$ cat src/rtl/moveq_pkg.sv
// moveq_pkg: move word layout, register map and commit field positions for moveq_ctrl.
package moveq_pkg;
    localparam int MOVE_W = 65;
    localparam int DIR_BIT = 64;
    localparam int INT_HI = 63;
    localparam int INT_LO = 32;
    localparam int CNT_HI = 31;
    localparam int CNT_LO = 16;
    localparam int ADD_HI = 15;
    localparam int ADD_LO = 0;
    localparam logic [3:0] ADR_INTERVAL = 4'd0;
    localparam logic [3:0] ADR_CNTADD = 4'd1;
    localparam logic [3:0] ADR_COMMIT = 4'd2;
    localparam logic [3:0] ADR_STATUS = 4'd3;
    localparam logic [3:0] ADR_FLUSH = 4'd4;
    localparam int CH_HI = 11;
    localparam int CH_LO = 8;
    localparam int CDIR_BIT = 0;
endpackage

$ cat src/rtl/moveq_fifo.sv
// moveq_fifo: single-channel DEPTH x 65 move FIFO; flush beats push and pull, full is pre-edge.
module moveq_fifo
    import moveq_pkg::*;
#(
    parameter int DEPTH = 4
) (
    input  logic              clk,
    input  logic              rst,
    input  logic              push,
    input  logic              pull,
    input  logic              flush,
    input  logic [MOVE_W-1:0] din,
    output logic [MOVE_W-1:0] head,
    output logic              empty,
    output logic              full
);
    localparam int AW = $clog2(DEPTH);
    logic [MOVE_W-1:0] mem [DEPTH];
    logic [AW:0] wr_ptr, rd_ptr;
    assign empty = wr_ptr == rd_ptr;
    assign full = (wr_ptr[AW] != rd_ptr[AW]) && (wr_ptr[AW-1:0] == rd_ptr[AW-1:0]);
    assign head = empty ? '0 : mem[rd_ptr[AW-1:0]];
    always_ff @(posedge clk) begin
        if (rst) begin
            wr_ptr <= '0;
            rd_ptr <= '0;
        end else if (flush) begin
            rd_ptr <= wr_ptr;
        end else begin
            if (push && !full) begin
                mem[wr_ptr[AW-1:0]] <= din;
                wr_ptr <= wr_ptr + 1'b1;
            end
            if (pull && !empty) rd_ptr <= rd_ptr + 1'b1;
        end
    end
endmodule

$ cat src/rtl/moveq_ctrl.sv
// moveq_ctrl: Wishbone-staged move commits into per-channel FIFOs feeding step schedulers.
// Optional MOVEQ_FLUSH_EN adds a per-channel flush register at address 4.
module moveq_ctrl
    import moveq_pkg::*;
#(
    parameter int NUM_CH = 2,
    parameter int DEPTH = 4
) (
    input  logic                     clk,
    input  logic                     rst,
    input  logic                     wb_stb_i,
    input  logic                     wb_cyc_i,
    input  logic                     wb_we_i,
    input  logic [3:0]               wb_adr_i,
    input  logic [31:0]              wb_dat_i,
    output logic [31:0]              wb_dat_o,
    output logic                     wb_ack_o,
    output logic [MOVE_W*NUM_CH-1:0] mq_data,
    output logic [NUM_CH-1:0]        mq_avail,
    input  logic [NUM_CH-1:0]        mq_pull
);
    logic [31:0] stage_interval, stage_cnt_add, status;
    logic [NUM_CH-1:0] ovf, push, flush, empty, full;
    logic [MOVE_W-1:0] mv;
    logic wr;
    logic [3:0] cch;
    assign wr = wb_cyc_i & wb_stb_i & wb_we_i;
    assign wb_ack_o = wb_cyc_i & wb_stb_i;
    assign cch = wb_dat_i[CH_HI:CH_LO];
    assign mq_avail = ~empty;
    always_comb begin
        mv = '0;
        mv[DIR_BIT] = wb_dat_i[CDIR_BIT];
        mv[INT_HI:INT_LO] = stage_interval;
        mv[CNT_HI:CNT_LO] = stage_cnt_add[31:16];
        mv[ADD_HI:ADD_LO] = stage_cnt_add[15:0];
    end
`ifdef MOVEQ_FLUSH_EN
    assign flush = (wr && wb_adr_i == ADR_FLUSH) ? wb_dat_i[NUM_CH-1:0] : '0;
`else
    assign flush = '0;
`endif
    for (genvar k = 0; k < NUM_CH; k++) begin : g_ch
        // Out-of-range channel indices match no k, so such commits vanish here.
        assign push[k] = wr && wb_adr_i == ADR_COMMIT && cch == 4'(k);
        moveq_fifo #(.DEPTH(DEPTH)) u_fifo (
            .clk  (clk),
            .rst  (rst),
            .push (push[k]),
            .pull (mq_pull[k]),
            .flush(flush[k]),
            .din  (mv),
            .head (mq_data[MOVE_W*k +: MOVE_W]),
            .empty(empty[k]),
            .full (full[k])
        );
    end
    always_ff @(posedge clk) begin
        if (rst) begin
            stage_interval <= '0;
            stage_cnt_add <= '0;
            ovf <= '0;
        end else begin
            if (wr && wb_adr_i == ADR_INTERVAL) stage_interval <= wb_dat_i;
            if (wr && wb_adr_i == ADR_CNTADD) stage_cnt_add <= wb_dat_i;
            ovf <= (ovf & ~((wr && wb_adr_i == ADR_STATUS) ? wb_dat_i[NUM_CH-1:0] : '0))
                 | (push & full & ~flush);
        end
    end
    assign status = {8'b0, 8'(empty), 8'(full), 8'(ovf)};
    assign wb_dat_o = wb_adr_i == ADR_INTERVAL ? stage_interval
                    : wb_adr_i == ADR_CNTADD ? stage_cnt_add
                    : wb_adr_i == ADR_STATUS ? status : '0;
endmodule

$ cat config.mk
export PLATFORM = sky130hd
export DESIGN_NAME = moveq_ctrl
export DESIGN_NICKNAME = d
export VERILOG_FILES = /design/src/rtl/moveq_pkg.sv /design/src/rtl/moveq_fifo.sv /design/src/rtl/moveq_ctrl.sv
export SDC_FILE = /design/constraint.sdc
export NUM_CORES = 1
export LEC_CHECK = 0
export ABC_AREA = 1
export BUFFER_PORTS_ARGS = -buffer_cell sky130_fd_sc_hd__buf_4
export CORE_ASPECT_RATIO = 1.25
export CORE_UTILIZATION = 59
export CTS_CLUSTER_SIZE = 12
export DETAILED_ROUTE_END_ITERATION = 10
export GPL_TIMING_DRIVEN = 0
export PLACE_DENSITY = 0.79
export SYNTH_ARGS = -nofsm -noshare
export SYNTH_HDL_FRONTEND = slang
export SYNTH_SLANG_ARGS = --single-unit
$ cat constraint.sdc
create_clock -name clk -period 5.8 [get_ports clk]
set_clock_uncertainty 0.05 [all_clocks]
set_input_delay 0.87 -clock clk [delete_from_list [all_inputs] [get_ports clk]]
set_output_delay 0.87 -clock clk [all_outputs]
set_load 0.005 [all_outputs]
==> results of run 1 <==
-- registers in the layout, summed over array words and instances (netlist names), named ones only --
register	count
ovf	2
stage_cnt_add	32
stage_interval	32
g_ch.u_fifo.wr_ptr	6
g_ch.u_fifo.mem	520
g_ch.u_fifo.rd_ptr	6
-- cells in the final DEF, fill, tap and decap left out, types with 4 or more instances in the layout --
master	Yosys	layout
o211ai_1	4	4
xnor2_1	4	4
xor2_1	4	4
clkbuf_1	43	84
o22ai_1	130	130
nand2_1	181	181
ha_1	10	10
a22o_1	26	26
buf_4	31	237
dfxtp_1	82	82
nand3_1	15	15
edfxtp_1	520	520
buf_2	26	26
nor2_1	291	283
inv_1	155	155
clkbuf_16	0	57
a21oi_1	6	6
inv_2	7	7
buf_12	0	16
nor2_4	3	11
o21ai_0	134	134
mux2i_1	130	130
o21ai_1	60	60
buf_1	8	8
-- worst register-to-register path, delay by kind of cell (launching register included) --
| family | cells | cell delay [ns] |
|---|---|---|
| buffers and inverters | 3 | 0.51 |
| flip-flops | 1 | 0.44 |
| AND/OR/NAND/NOR | 6 | 1.36 |
-- synth_stat cells, types with 15 or more instances --
cell,number
dfxtp_1,82
clkbuf_1,43
a22o_1,26
nand2_1,181
o21ai_0,134
buf_4,31
nand3_1,15
nor2_1,291
mux2i_1,130
buf_2,26
inv_1,155
o21ai_1,60
edfxtp_1,520
o22ai_1,130
-- final cells by class --
type / instances / area [µm²]
buffer: 111 / 588
sequential: 602 / 17300
clock buffer: 101 / 1610
fill: 2648 / 11900
timing repair buffer: 222 / 1870
multi-input combinational: 1009 / 5600
inverter: 162 / 608
tap: 546 / 683
-- layer usage --
metal / vias up / share of wire, %
li1: 7228 / -
met1: 7821 / 36
met2: 1014 / 48
met3: 199 / 9.7
met4: 0 / 5.5
met5: - / 0
-- power groups by stage --
stage	clock network, mW	logic, mW	registers (mW)
finish	3.32	0.792	4.67
global placement	0	0.755	4.76
global route	3.49	0.849	4.67
CTS	3.33	0.783	4.67
detailed placement	0	0.773	4.77
floorplan	0	0.464	4.75
-- kinds of logic after synthesis --
| kind of cell | count (synthesis) | share of synthesized area (%) |
|---|---|---|
| AO/OA/AOI/OAI | 360 | 8.64 |
| XOR/XNOR | 8 | 0.292 |
| adder cells (fa/ha/maj) | 10 | 0.522 |
| buffers and inverters | 273 | 4.99 |
| flip-flops | 602 | 71.9 |
| multiplexers | 130 | 5.42 |
| AND/OR/NAND/NOR | 501 | 8.20 |
-- through the flow --
stage / setup WS [ns] / util [%]
after global placement: -1.60 / 65.4
after floorplan: 0.918 / -
after CTS: 2.14 / 70.3
final: 2.12 / 70.3
after detailed placement: 2.49 / 66.3
after global routing: 2.02 / 70.3
-- worst max path at each step --
stage	startpoint	end	slack, ns
finish	flip-flop	mq_data[107]	2.12
global route	flip-flop	mq_data[107]	2.02
CTS	flip-flop	mq_data[107]	2.14
detailed placement	wb_cyc_i	g_ch[1].u_fifo.mem[0][49]$_DFFE_PP_	2.49
global placement	wb_cyc_i	g_ch[1].u_fifo.mem[0][49]$_DFFE_PP_	-1.60
floorplan	wb_cyc_i	g_ch[1].u_fifo.mem[0][0]$_DFFE_PP_	0.92
==> run metrics, run 1 <==
routed wire length 63.6 mm; Arr. time, crit path 2.76 ns; worst flop-to-flop path startpoint g_ch[1].u_fifo.wr_ptr[0]$_SDFFE_PP0P_; placed cells 2652; placed instance area 0.0266 mm²; buffers and inverters on the worst path 4; final worst-path cycle share 63.5%; DRT iter0 DRCs 1996; Startpoint Class flip-flop; Layout Nets 2217; Internal 6.79 mW; first-pass GRT wire length 91.9 mm; Post-synth EDFFs 520; largest net degree at the start of global routing 32; critical path's largest stage delay 0.54 ns; # IOs 208; Post-Syn Area 0.0240 mm²; r2r endpoint g_ch[1].u_fifo.mem[0][47]$_DFFE_PP_; Synth warnings 0; post_cts resized 0; core footprint 0.0401 mm²; Initial Utilization 59.8%; max-cap violations 0; Hold WS 0.428 ns; Hold Violations, Final 0; Pre-Repair DR Iteration Count 5; postcts setup bufs 0; count of pins over their slew limit 0; final instance area 0.0282 mm²; Vias/cell 5.91; post-synth top area share 65.1%; DIE WIDTH 182 µm; Top Usage Layer GRT met2; # port buffers 206; reg2reg path depth 9; CP max-delay cell dfxtp_1; Post-Syn Instances 1884; P per Cell Area 312 mW/mm²; DRC 0; sw power 2.00 mW; Final Power 8.79 mW; met3 Usage GRT 4.54%; Synth Flop Type edfxtp_1; Post-Syn Nets 1937; GR Util met1 38.8%; post-synthesis sequential element count 602; Levels on crit path 7; CTS Buf Count 56; Syn Area/Cell 12.7 µm²; Synth area leaders edfxtp_1 (65%), dfxtp_1 (6.8%), mux2i_1 (5.4%); share of cells above drive strength 1 16.7%; Worst-path clk slew 0.07 ns; Sw Share 22.8%; Clk Latency, worst-skew pair 0.59 ns; initial antenna violation count 0; clock power share 37.8%; Least-Margin Pin Slew 0.713 ns; ys async rst share 0%; Worst VDD drop 0.217 mV; R2R setup slack 3.11 ns; Final min period 3.68 ns; via count 16300; diodes inserted 0; TritonCTS clock tree built; Comb pwr share 9.0%; CP Cell Sequence buf_2 > clkbuf_1 > o21ai_0 > o22ai_1 > nand2_1 > inv_1 > buf_4; Yosys cell types 29; status completed; vias in the first global route 15700; routing usage on met2 51.1%; Synth-to-Final Area Change 17.6%; CTS H-Tree Depth 2; Setup TNS Final 0 ns; Top delay family on crit path buffers and inverters; type of the worst setup path flip-flop to primary output; GPL Wtd Cong 0.865; sequential power share 53.2%; Final setup viols 0; Final Non-Filler Cells 2753; Hold Buf Count CTS 0; Global Route Usage Sum 30.6%; fmax 0.271 GHz; remaining global-route overflow 0; Critical Path End Type primary output; Worst Min Path Start ovf[1]$_SDFF_PP0_; post-synthesis sequential area ratio 71.9%; RSZ-0062 raised after global routing false; Die Footprint 0.0415 mm²; DR WL/cell 23.1 µm; Final ANT Viol Nets 0; Die Span Y 227 µm; crit path max fanout 10; row cnt 82; P_leak 11.4 nW; clk sinks 602; Worst Path Required 4.88 ns; clk buf depth 3; Hold Path Cell Cnt 2; Worst Hold Class flip-flop to flip-flop; dpl hpwl 42.6 mm; Clk Tree Root Cell clkbuf_16; biggest area consumer among synthesized cells edfxtp_1; Rel. slew slack 52.4%; Hold EP ovf[1]$_SDFF_PP0_
No activity file was read; power rests on OpenSTA's default activity.
==> run 2, diff against run 1 <==
==> constraint.sdc (replaced) <==
create_clock -name clk -period 3.7 [get_ports clk]
set_clock_uncertainty 0.05 [all_clocks]
set_input_delay 0.555 -clock clk [delete_from_list [all_inputs] [get_ports clk]]
set_output_delay 0.555 -clock clk [all_outputs]
set_load 0.005 [all_outputs]
==> run 2 against run 1 <==
Register-to-register slack got worse by 2.1 ns. Global-route usage decreased by 0.18 points. First-iteration DRC count down 0.75%. Setup slack worse by 1.9 ns. Via count up 0.20%. Core utilization about the same. Clock-buffer cell count did not move. Flip-flop and latch count did not move. Clock power grew 57%. Sequential power grew 57%. Critical path depth did not move. Non-clock buffer count is the same. Critical path type unchanged. Largest power group unchanged. Highest routed layer is now met5.
==> run metrics, run 2 (synthesized netlist as in run 1, its figures left out) <==
initial antenna violation count 2 (+2); Worst VDD drop 0.449 mV (+110%); reg2reg path depth 9 (unchanged); postcts setup bufs 0 (unchanged); Place WS 0.740 ns (-1.75 ns); Initial Utilization 59.8% (unchanged); type of the worst setup path flip-flop to primary output; DRC 0 (unchanged); clk sinks 602 (unchanged); Final setup viols 0 (unchanged); Final min period 3.49 ns; vias in the first global route 15600 (-0.37%); P per Cell Area 488 mW/mm² (+57%); most common cell after layout, fill and taps aside edfxtp_1; Hold Path Cell Cnt 3 (+1); placed instance area 0.0266 mm² (unchanged); via count 16300 (+0.20%); Synth-to-Final Area Change 17.6% (about the same); sequential power share 53.2% (about the same); DRT iter0 DRCs 1981 (-0.75%); Final Power 13.8 mW (+57%); first-pass GRT wire length 92.4 mm (+0.52%); Pre-Repair DR Iteration Count 5 (unchanged); max-cap violations 0 (unchanged); Global Route Usage Sum 30.4% (-0.18 points); final worst-path cycle share 94.3%; P_leak 11.4 nW (about the same); post_cts resized 0 (unchanged); Hold Violations, Final 0 (unchanged); TritonCTS clock tree built; Setup TNS Final 0 ns (unchanged); Critical Path End Type primary output; sw power 3.14 mW (+57%); # IOs 208 (unchanged); row cnt 82 (unchanged); core footprint 0.0401 mm² (unchanged); max reg flops 520 (unchanged); Worst Path Required 3.09 ns (-1.79 ns); largest net degree at the start of global routing 31 (-3.1%); Clk Tree Root Cell clkbuf_16; Internal 10.6 mW (+57%); remaining global-route overflow 0 (unchanged); CTS Buf Count 56 (unchanged); dpl hpwl 43.0 mm (+0.84%); Clk Latency, worst-skew pair 0.59 ns (about the same); R2R setup slack 1.02 ns (-2.09 ns); final instance area 0.0282 mm² (about the same); Rel. slew slack 54.1% (+1.8 points); Sw Share 22.8% (about the same); DR WL/cell 22.9 µm (-0.96%); Die Footprint 0.0415 mm² (unchanged); # port buffers 206 (unchanged); CTS H-Tree Depth 2 (unchanged); Startpoint Class flip-flop; routed wire length 63.1 mm (-0.89%); crit path max fanout 10 (unchanged); Least-Margin Pin Slew 0.687 ns (-0.0263 ns); Die Span Y 227 µm (unchanged); Arr. time, crit path 2.88 ns (+0.12 ns); RSZ-0062 raised after global routing false; clk buf depth 3 (unchanged); diodes inserted 0 (unchanged); Worst Hold Class primary input to flip-flop; count of pins over their slew limit 0 (unchanged); final critical-path setup slack 0.211 ns (-1.90 ns); Comb pwr share 9.0% (about the same); Hold Buf Count CTS 0 (unchanged); Vias/cell 5.91 (+0.12%); status completed; fmax 0.287 GHz; DIE WIDTH 182 µm (unchanged); clock power share 37.8% (about the same); GPL Wtd Cong 0.868 (+0.28%); share of cells above drive strength 1 16.7% (about the same); Worst-path clk slew 0.06 ns (about the same); Layout Nets 2217 (unchanged); Final ANT Viol Nets 0 (unchanged); most frequent cells in the layout edfxtp_1 (520), nor2_1 (283), buf_4 (237)
[run 2: cell count changes in the layout (fill, tap and decap cells not counted)]
cell	before	now
clkinv_2	0	1
clkbuf_2	1	0
clkinv_1	0	1
clkbuf_1	84	85
[run 2: power by group through the flow]
| stage | registers [mW] | clock network, mW | logic, mW |
|---|---|---|---|
| finish | 7.33 | 5.21 | 1.23 |
| global route | 7.33 | 5.48 | 1.32 |
| CTS | 7.33 | 5.23 | 1.22 |
| global placement | 7.47 | 0 | 1.18 |
| floorplan | 7.45 | 0 | 0.727 |
| detailed placement | 7.47 | 0 | 1.21 |
[run 2: final timing paths]
path                                                       startpoint                                   to
worst max-delay path                                        flip-flop                          mq_data[72]
worst min-delay path                                      wb_dat_i[3]        stage_cnt_add[3]$_SDFFE_PP0P_
worst max register to register  g_ch[1].u_fifo.wr_ptr[0]$_SDFFE_PP0P_  g_ch[1].u_fifo.mem[1][36]$_DFFE_PP_
worst min register to register                      ovf[0]$_SDFF_PP0_                    ovf[0]$_SDFF_PP0_
[run 2: metrics by stage]
step | hold WS (ns) | cells | util (%)
final | 0.195 | 2755 | 70.3
after global routing | 0.196 | 2755 | 70.3
after CTS | 0.184 | 2755 | 70.3
after detailed placement | 0.439 | 2652 | 66.3
after global placement | 0.404 | 2636 | 65.4
after floorplan | 0.394 | 1884 | -
[run 2: per-layer routing]
| metal | vias to the layer above | part of all wire (%) | global-route usage, % |
|---|---|---|---|
| li1 | 7237 | - | - |
| met1 | 7900 | 37 | 39.8 |
| met2 | 988 | 48 | 49.5 |
| met4 | 2 | 5.2 | 15.6 |
| met3 | 167 | 9.8 | 5.20 |
| met5 | - | 0.013 | 0 |
[run 2: critical path, stage by stage (launching register included)]
cell      delay [ns]
dfxtp_1         0.57
buf_2           0.46
clkbuf_1        0.46
o21ai_0         0.20
o22ai_1         0.24
nand2_1         0.16
inv_1           0.10
buf_4           0.11
[run 2: layout make-up]
type                    count  area (µm²)
plain buffers             111         588
fillers                  2656       11900
clock inverters             2        8.76
flip-flops and latches    602       17300
well taps                 546         683
multi-input cells        1009        5600
repair buffers            222        1870
clock buffers             101        1610
inverters                 162         608
